==> src/rtl/alu_pkg.sv <==
// alu_pkg: shared opcode enum, sequencer FSM state enum and default opcode count for the ALU op sequencer
package alu_pkg;
  localparam int DEF_NUM_OPS = 6;
  typedef enum logic [2:0] {OP_ADD = 3'b000, OP_SUB = 3'b001, OP_MUL = 3'b010, OP_AND = 3'b011, OP_OR = 3'b100, OP_XOR = 3'b101} opcode_t;
  typedef enum logic [1:0] {IDLE, ISSUE, CAPTURE, DONE} seq_state_t;
endpackage

==> src/rtl/alu_op_sequencer_if.sv <==
// alu_op_sequencer_if: sweep request (start, a_in, b_in), external ALU drive (alu_a, alu_b, alu_opcode, alu_out), status (busy, done) and read port (rd_en, rd_addr, rd_data, rd_valid, rd_err); master = host/ALU side, slave = sequencer
interface alu_op_sequencer_if;
  logic start;
  logic [3:0] a_in, b_in, alu_a, alu_b;
  logic [2:0] alu_opcode, rd_addr;
  logic [7:0] alu_out, rd_data;
  logic busy, done, rd_en, rd_valid, rd_err;
  modport master (output start, a_in, b_in, alu_out, rd_en, rd_addr, input alu_a, alu_b, alu_opcode, busy, done, rd_data, rd_valid, rd_err);
  modport slave (input start, a_in, b_in, alu_out, rd_en, rd_addr, output alu_a, alu_b, alu_opcode, busy, done, rd_data, rd_valid, rd_err);
endinterface

==> src/rtl/alu_result_buf.sv <==
// alu_result_buf: NUM_OPS x 8 result register file; ports clk, rst_n (sync clear), write port we/waddr/wdata, registered read-before-write port re/raddr -> rdata/rvalid/rerr (rerr and zero data for raddr >= NUM_OPS)
module alu_result_buf import alu_pkg::*; #(
  parameter int NUM_OPS = DEF_NUM_OPS
) (
  input  logic       clk,
  input  logic       rst_n,
  input  logic       we,
  input  logic [2:0] waddr,
  input  logic [7:0] wdata,
  input  logic       re,
  input  logic [2:0] raddr,
  output logic [7:0] rdata,
  output logic       rvalid,
  output logic       rerr
);
  logic [7:0] mem [NUM_OPS];
  logic hit;
  assign hit = {1'b0, raddr} < 4'(NUM_OPS);
  always_ff @(posedge clk)
    if (!rst_n) begin
      for (int i = 0; i < NUM_OPS; i++) mem[i] <= '0;
      rdata <= '0;
      rvalid <= 1'b0;
      rerr <= 1'b0;
    end else begin
      if (we) mem[waddr] <= wdata;
      rvalid <= re;
      rerr <= re && !hit;
      rdata <= (re && hit) ? mem[raddr] : '0;
    end
endmodule

==> src/rtl/alu_op_sequencer.sv <==
// alu_op_sequencer: on start, latches operands and sweeps opcodes 0..NUM_OPS-1 through an external ALU, holding each SETTLE_CYC cycles then capturing alu_out into a result buffer; ports clk, rst_n (sync active-low), bus (slave modport of alu_op_sequencer_if)
module alu_op_sequencer import alu_pkg::*; #(
  parameter int NUM_OPS    = DEF_NUM_OPS,
  parameter int SETTLE_CYC = 1
) (
  input logic clk,
  input logic rst_n,
  alu_op_sequencer_if.slave bus
);
  seq_state_t state;
  logic [3:0] cnt;
  logic last;
  assign last = bus.alu_opcode == 3'(NUM_OPS - 1);
  always_ff @(posedge clk)
    if (!rst_n) begin
      state <= IDLE;
      cnt <= '0;
      bus.alu_a <= '0;
      bus.alu_b <= '0;
      bus.alu_opcode <= '0;
      bus.busy <= 1'b0;
      bus.done <= 1'b0;
    end else
      case (state)
        ISSUE:
          if (cnt == 4'(SETTLE_CYC - 1)) state <= CAPTURE;
          else cnt <= cnt + 4'd1;
        CAPTURE:
          if (last) begin
            state <= DONE;
            bus.busy <= 1'b0;
            bus.done <= 1'b1;
          end else begin
            state <= ISSUE;
            cnt <= '0;
            bus.alu_opcode <= bus.alu_opcode + 3'd1;
          end
        default:
          if (bus.start) begin
            state <= ISSUE;
            cnt <= '0;
            bus.alu_a <= bus.a_in;
            bus.alu_b <= bus.b_in;
            bus.alu_opcode <= OP_ADD;
            bus.busy <= 1'b1;
            bus.done <= 1'b0;
          end
      endcase
  alu_result_buf #(.NUM_OPS(NUM_OPS)) u_buf (
    .clk   (clk),
    .rst_n (rst_n),
    .we    (state == CAPTURE),
    .waddr (bus.alu_opcode),
    .wdata (bus.alu_out),
    .re    (bus.rd_en),
    .raddr (bus.rd_addr),
    .rdata (bus.rd_data),
    .rvalid(bus.rd_valid),
    .rerr  (bus.rd_err)
  );
endmodule

==> src/flat_wrapper.sv <==
// flat-port wrapper written by rule: the top's interface ports become plain ports
module alu_op_sequencer_flat import alu_pkg::*;
#(
  parameter int NUM_OPS    = DEF_NUM_OPS,
  parameter int SETTLE_CYC = 1
)
  (clk, rst_n, bus_start, bus_a_in, bus_b_in, bus_alu_out, bus_rd_en, bus_rd_addr, bus_alu_a, bus_alu_b, bus_alu_opcode, bus_busy, bus_done, bus_rd_data, bus_rd_valid, bus_rd_err);
  alu_op_sequencer_if bus_i ();
  input logic clk;
  input logic rst_n;
  input wire logic [$bits(bus_i.start)-1:0] bus_start;
  input wire logic [$bits(bus_i.a_in)-1:0] bus_a_in;
  input wire logic [$bits(bus_i.b_in)-1:0] bus_b_in;
  input wire logic [$bits(bus_i.alu_out)-1:0] bus_alu_out;
  input wire logic [$bits(bus_i.rd_en)-1:0] bus_rd_en;
  input wire logic [$bits(bus_i.rd_addr)-1:0] bus_rd_addr;
  output wire logic [$bits(bus_i.alu_a)-1:0] bus_alu_a;
  output wire logic [$bits(bus_i.alu_b)-1:0] bus_alu_b;
  output wire logic [$bits(bus_i.alu_opcode)-1:0] bus_alu_opcode;
  output wire logic [$bits(bus_i.busy)-1:0] bus_busy;
  output wire logic [$bits(bus_i.done)-1:0] bus_done;
  output wire logic [$bits(bus_i.rd_data)-1:0] bus_rd_data;
  output wire logic [$bits(bus_i.rd_valid)-1:0] bus_rd_valid;
  output wire logic [$bits(bus_i.rd_err)-1:0] bus_rd_err;
  assign bus_i.start = bus_start;
  assign bus_i.a_in = bus_a_in;
  assign bus_i.b_in = bus_b_in;
  assign bus_i.alu_out = bus_alu_out;
  assign bus_i.rd_en = bus_rd_en;
  assign bus_i.rd_addr = bus_rd_addr;
  assign bus_alu_a = bus_i.alu_a;
  assign bus_alu_b = bus_i.alu_b;
  assign bus_alu_opcode = bus_i.alu_opcode;
  assign bus_busy = bus_i.busy;
  assign bus_done = bus_i.done;
  assign bus_rd_data = bus_i.rd_data;
  assign bus_rd_valid = bus_i.rd_valid;
  assign bus_rd_err = bus_i.rd_err;
  alu_op_sequencer #(.NUM_OPS(NUM_OPS), .SETTLE_CYC(SETTLE_CYC)) u_core (.clk(clk), .rst_n(rst_n), .bus(bus_i));
endmodule
==> config.mk <==
export PLATFORM = sky130hd
export DESIGN_NAME = alu_op_sequencer_flat
export DESIGN_NICKNAME = d
export VERILOG_FILES = /design/src/rtl/alu_pkg.sv /design/src/rtl/alu_op_sequencer_if.sv /design/src/rtl/alu_result_buf.sv /design/src/rtl/alu_op_sequencer.sv /design/src/flat_wrapper.sv
export SDC_FILE = /design/constraint.sdc
export NUM_CORES = 1
export LEC_CHECK = 0
export CORE_ASPECT_RATIO = 0.6
export CORE_MARGIN = 5
export CORE_UTILIZATION = 30
export DETAILED_ROUTE_END_ITERATION = 10
export GPL_TIMING_DRIVEN = 0
export PLACE_DENSITY = 0.52
export SLEW_MARGIN = 15
export SYNTH_ARGS = -nofsm -noshare
export SYNTH_HDL_FRONTEND = slang
export SYNTH_SLANG_ARGS = --single-unit
==> constraint.sdc <==
create_clock -name clk -period 3.28 [get_ports clk]
set_input_delay 0.328 -clock clk [delete_from_list [all_inputs] [get_ports clk]]
set_output_delay 0.328 -clock clk [all_outputs]
set_load 0.05 [all_outputs]
==> impl_results.md <==
- Post-CTS sizing: 0
- Final nets: 372
- Cells after synthesis: between 200 and 300
- Ranking of synthesized cells by area: edfxtp_1 43%, dfxtp_1 17%, mux4_2 5.4%, nor2_1 3.9%, nand2_1 3.4%
- Worst reg2reg path depth: 6
- Routability cong.: a little under 0.8
- TNS Setup: 0 ps
- GR Overflow Total: 0
- Critical Path End Type: flop
- Commonest non-fill, non-tap cell in the layout: edfxtp_1
- Row count: 29
- Fmax achieved: around 430 MHz
- Tmin final: between 2000 and 2500 ps
- Layout Skew: between 6 and 7 ps
- Crit path required time: between 3000 and 4000 ps
- Power share of the combinational group: 15.4%
- Post-DP Area: 3930 um^2
- Share of the synthesized area in the top cell type: between 40 and 50%
- Vias in the first global route: 2243
- Die Y: 91.7 um
- Count of final setup violators: 0
- Syn nets: 319
- Synth async-reset ratio: 0%
- Max Transition Viols Final: 0
- Synth Cell Area: ~3300 um^2
- Yosys reg bits: 77
- Global-route usage over all layers: between 10% and 20%
- Startpoint Class: flop
- DR iter-0 viols: between 150 and 200
- Distinct cell type count after synthesis: 40
- Die Span X: about 150 um
- CTS Buf Count: 9
- Share of post-route cells with drive strength above 1: between 10% and 20%
- Critical path class: reg -> reg
- Boundary Pins: 46
- IO Port Bufs: 42
- Clk root buf: clkbuf_16
- YS warnings: 0
- Worst skew pair latency: between 300 and 400 ps
- Psw: roughly 0.67 mW
- Internal: approximately 1.9 mW
- R2R Path Start: u_core.state[0]
- Mean Syn Cell Area: about 12 um^2
- Period utilization: between 70% and 80%
- Synth area leader: edfxtp_1
- RSZ-0062 raised after global routing: false
- Final instance area: between 4000 and 5000 um^2
- Static Leak: 1.56 nW
- Pwr per Cell Area: 599 nW/um^2
- Routed WL: 7830 um
- Sequential share of power: roughly 44%
- Clk slew on worst S/H paths: approximately 60 ps
- Residual DRC: 0
- Sink Count: 77
- Largest net degree at the start of global routing: 14
- Max-cap violation count: 0
- Most frequent cells in the layout: 48 x edfxtp_1, 42 x clkdlybuf4s50_1, 35 x nor2_1
- Worst-Margin Slew: roughly 1100 ps
- Worst min-delay path class: in -> reg
- Avg Vias per Cell: 4.74
- Status: completed
- Number of synthesized flops with an enable pin: between 40 and 50
- First-pass GRT wire length: between 10000 and 15000 um
- Multi-input logic area: 1160 um^2
- Die Area: approximately 13000 um^2
- Max_slew headroom: ~23%
- Hold Crit Depth: 2
- Routed WL per cell: 16.1 um
- Post-CTS Setup Inserts: 0
- Vias post-DR: about 2300
- Hold Buf Count CTS: 0
- Filler instances: 1014
- Switch share: a little over a quarter
- Hpwl dp: 5730 um
- N_diodes: 0
- Initial antenna violation count: 0
- Fin util: roughly two fifths
- Initial core utilization: 31.2%
- Worst Setup SP: u_core.state[0]
- Arrival time worst endpoint: around 2300 ps
- Hold Crit Start: rst_n
- Crit-path max FO: 10
- Clock share of power: about 41%
- CTS Buffer Depth: 2
- Main synth FF type: edfxtp_1
- Maximum vdd drop: a little under 0.3 mV
- TritonCTS clock tree: done
- Post-route antenna net violation count: 0
- CORE AREA: between 10000 and 15000 um^2
- Area growth syn-to-layout: 27.4%
- Sequential Area: slightly above 2000 um^2
- Final hold vios: 0
- Worst R2R Setup Slack: 930 ps
- Sequential area share after synthesis: just over 60%
- 1st-pass router iterations: 4
- CTS H-tree depth: 3
[cell usage after synthesis, types with 7 or more instances]
| cell type | instances |
|---|---|
| nand2_1 | 30 |
| ha_1 | 7 |
| mux4_2 | 8 |
| dfxtp_1 | 29 |
| mux2i_1 | 8 |
| inv_1 | 21 |
| a21boi_0 | 10 |
| clkbuf_1 | 8 |
| and2_1 | 10 |
| nand3_1 | 12 |
| o22ai_1 | 11 |
| nor2_1 | 35 |
| edfxtp_1 | 48 |
[per-stage QoR]
step	hold slack, ps	instances	setup slack (ps)	power, mW
6_report	394	486	931	2.55
5_1_grt	409	486	727	2.65
4_1_cts	389	486	918	2.57
3_5_place_dp	459	470	938	1.52
3_3_place_gp	451	470	975	1.51
2_1_floorplan	460	289	1240	1.39
[layout make-up]
class / count / area share [%]
clock inverters: 5 / 1.32
well taps: 139 / 4.09
repair buffers: 42 / 9.88
clock buffers: 11 / 6.21
flip-flops and latches: 77 / 47.5
inverters: 22 / 1.94
multi-input cells: 173 / 27.2
plain buffers: 17 / 1.82
[path summary, 6_finish.rpt]
path                            end
max          u_core.u_buf.mem[1][2]
min             u_core.u_buf.rvalid
min reg2reg     u_core.bus.alu_a[3]
max reg2reg  u_core.u_buf.mem[1][2]
[power by group through the flow]
| stage | logic (mW) | clock network (mW) | registers (mW) |
|---|---|---|---|
| 5_1_grt | 0.432 | 1.11 | 1.11 |
| 3_3_place_gp | 0.389 | 0 | 1.12 |
| 4_1_cts | 0.398 | 1.06 | 1.11 |
| 6_report | 0.393 | 1.05 | 1.11 |
| 3_5_place_dp | 0.395 | 0 | 1.13 |
| 2_1_floorplan | 0.196 | 0 | 1.19 |
[registers in the layout (all words and copies together) (netlist names)]
signal,count
u_core.bus.alu_a,4
u_core.u_buf.rvalid,1
u_core.bus.alu_b,4
u_core.bus.done,1
u_core.bus.alu_opcode,3
u_core.bus.busy,1
u_core.u_buf.rdata,8
u_core.cnt,4
u_core.state,2
u_core.u_buf.rerr,1
u_core.u_buf.mem,48
[metal layers]
layer | part of all wire (%) | up-vias | track usage (%)
li1 | - | 1134 | -
met1 | 55 | 1094 | 18.6
met2 | 37 | 66 | 15.1
met3 | 6.3 | 9 | 3.89
met4 | 1.5 | 0 | 4.54
met5 | 0 | - | 0
[worst max-delay path, cell delays in order, from the launching register on]
cell     delay [ps]
dfxtp_1         340
inv_1            60
ha_1            230
buf_2           230
nor2b_1         190
nand4_1         420
nand2_1         520
[cell families (layout without fill, tap and decap cells)]
group / count (synthesis) / count (layout) / synth area share (%)
multiplexers: 16 / 16 / 7.79
flip-flops: 77 / 77 / 60.5
AO/OA/AOI/OAI: 40 / 40 / 8.09
adder cells (fa/ha/maj): 7 / 7 / 2.62
buffers and inverters: 39 / 97 / 4.80
AND/OR/NAND/NOR: 110 / 110 / 16.1
Note: power is estimated with default switching activity, not from simulation.
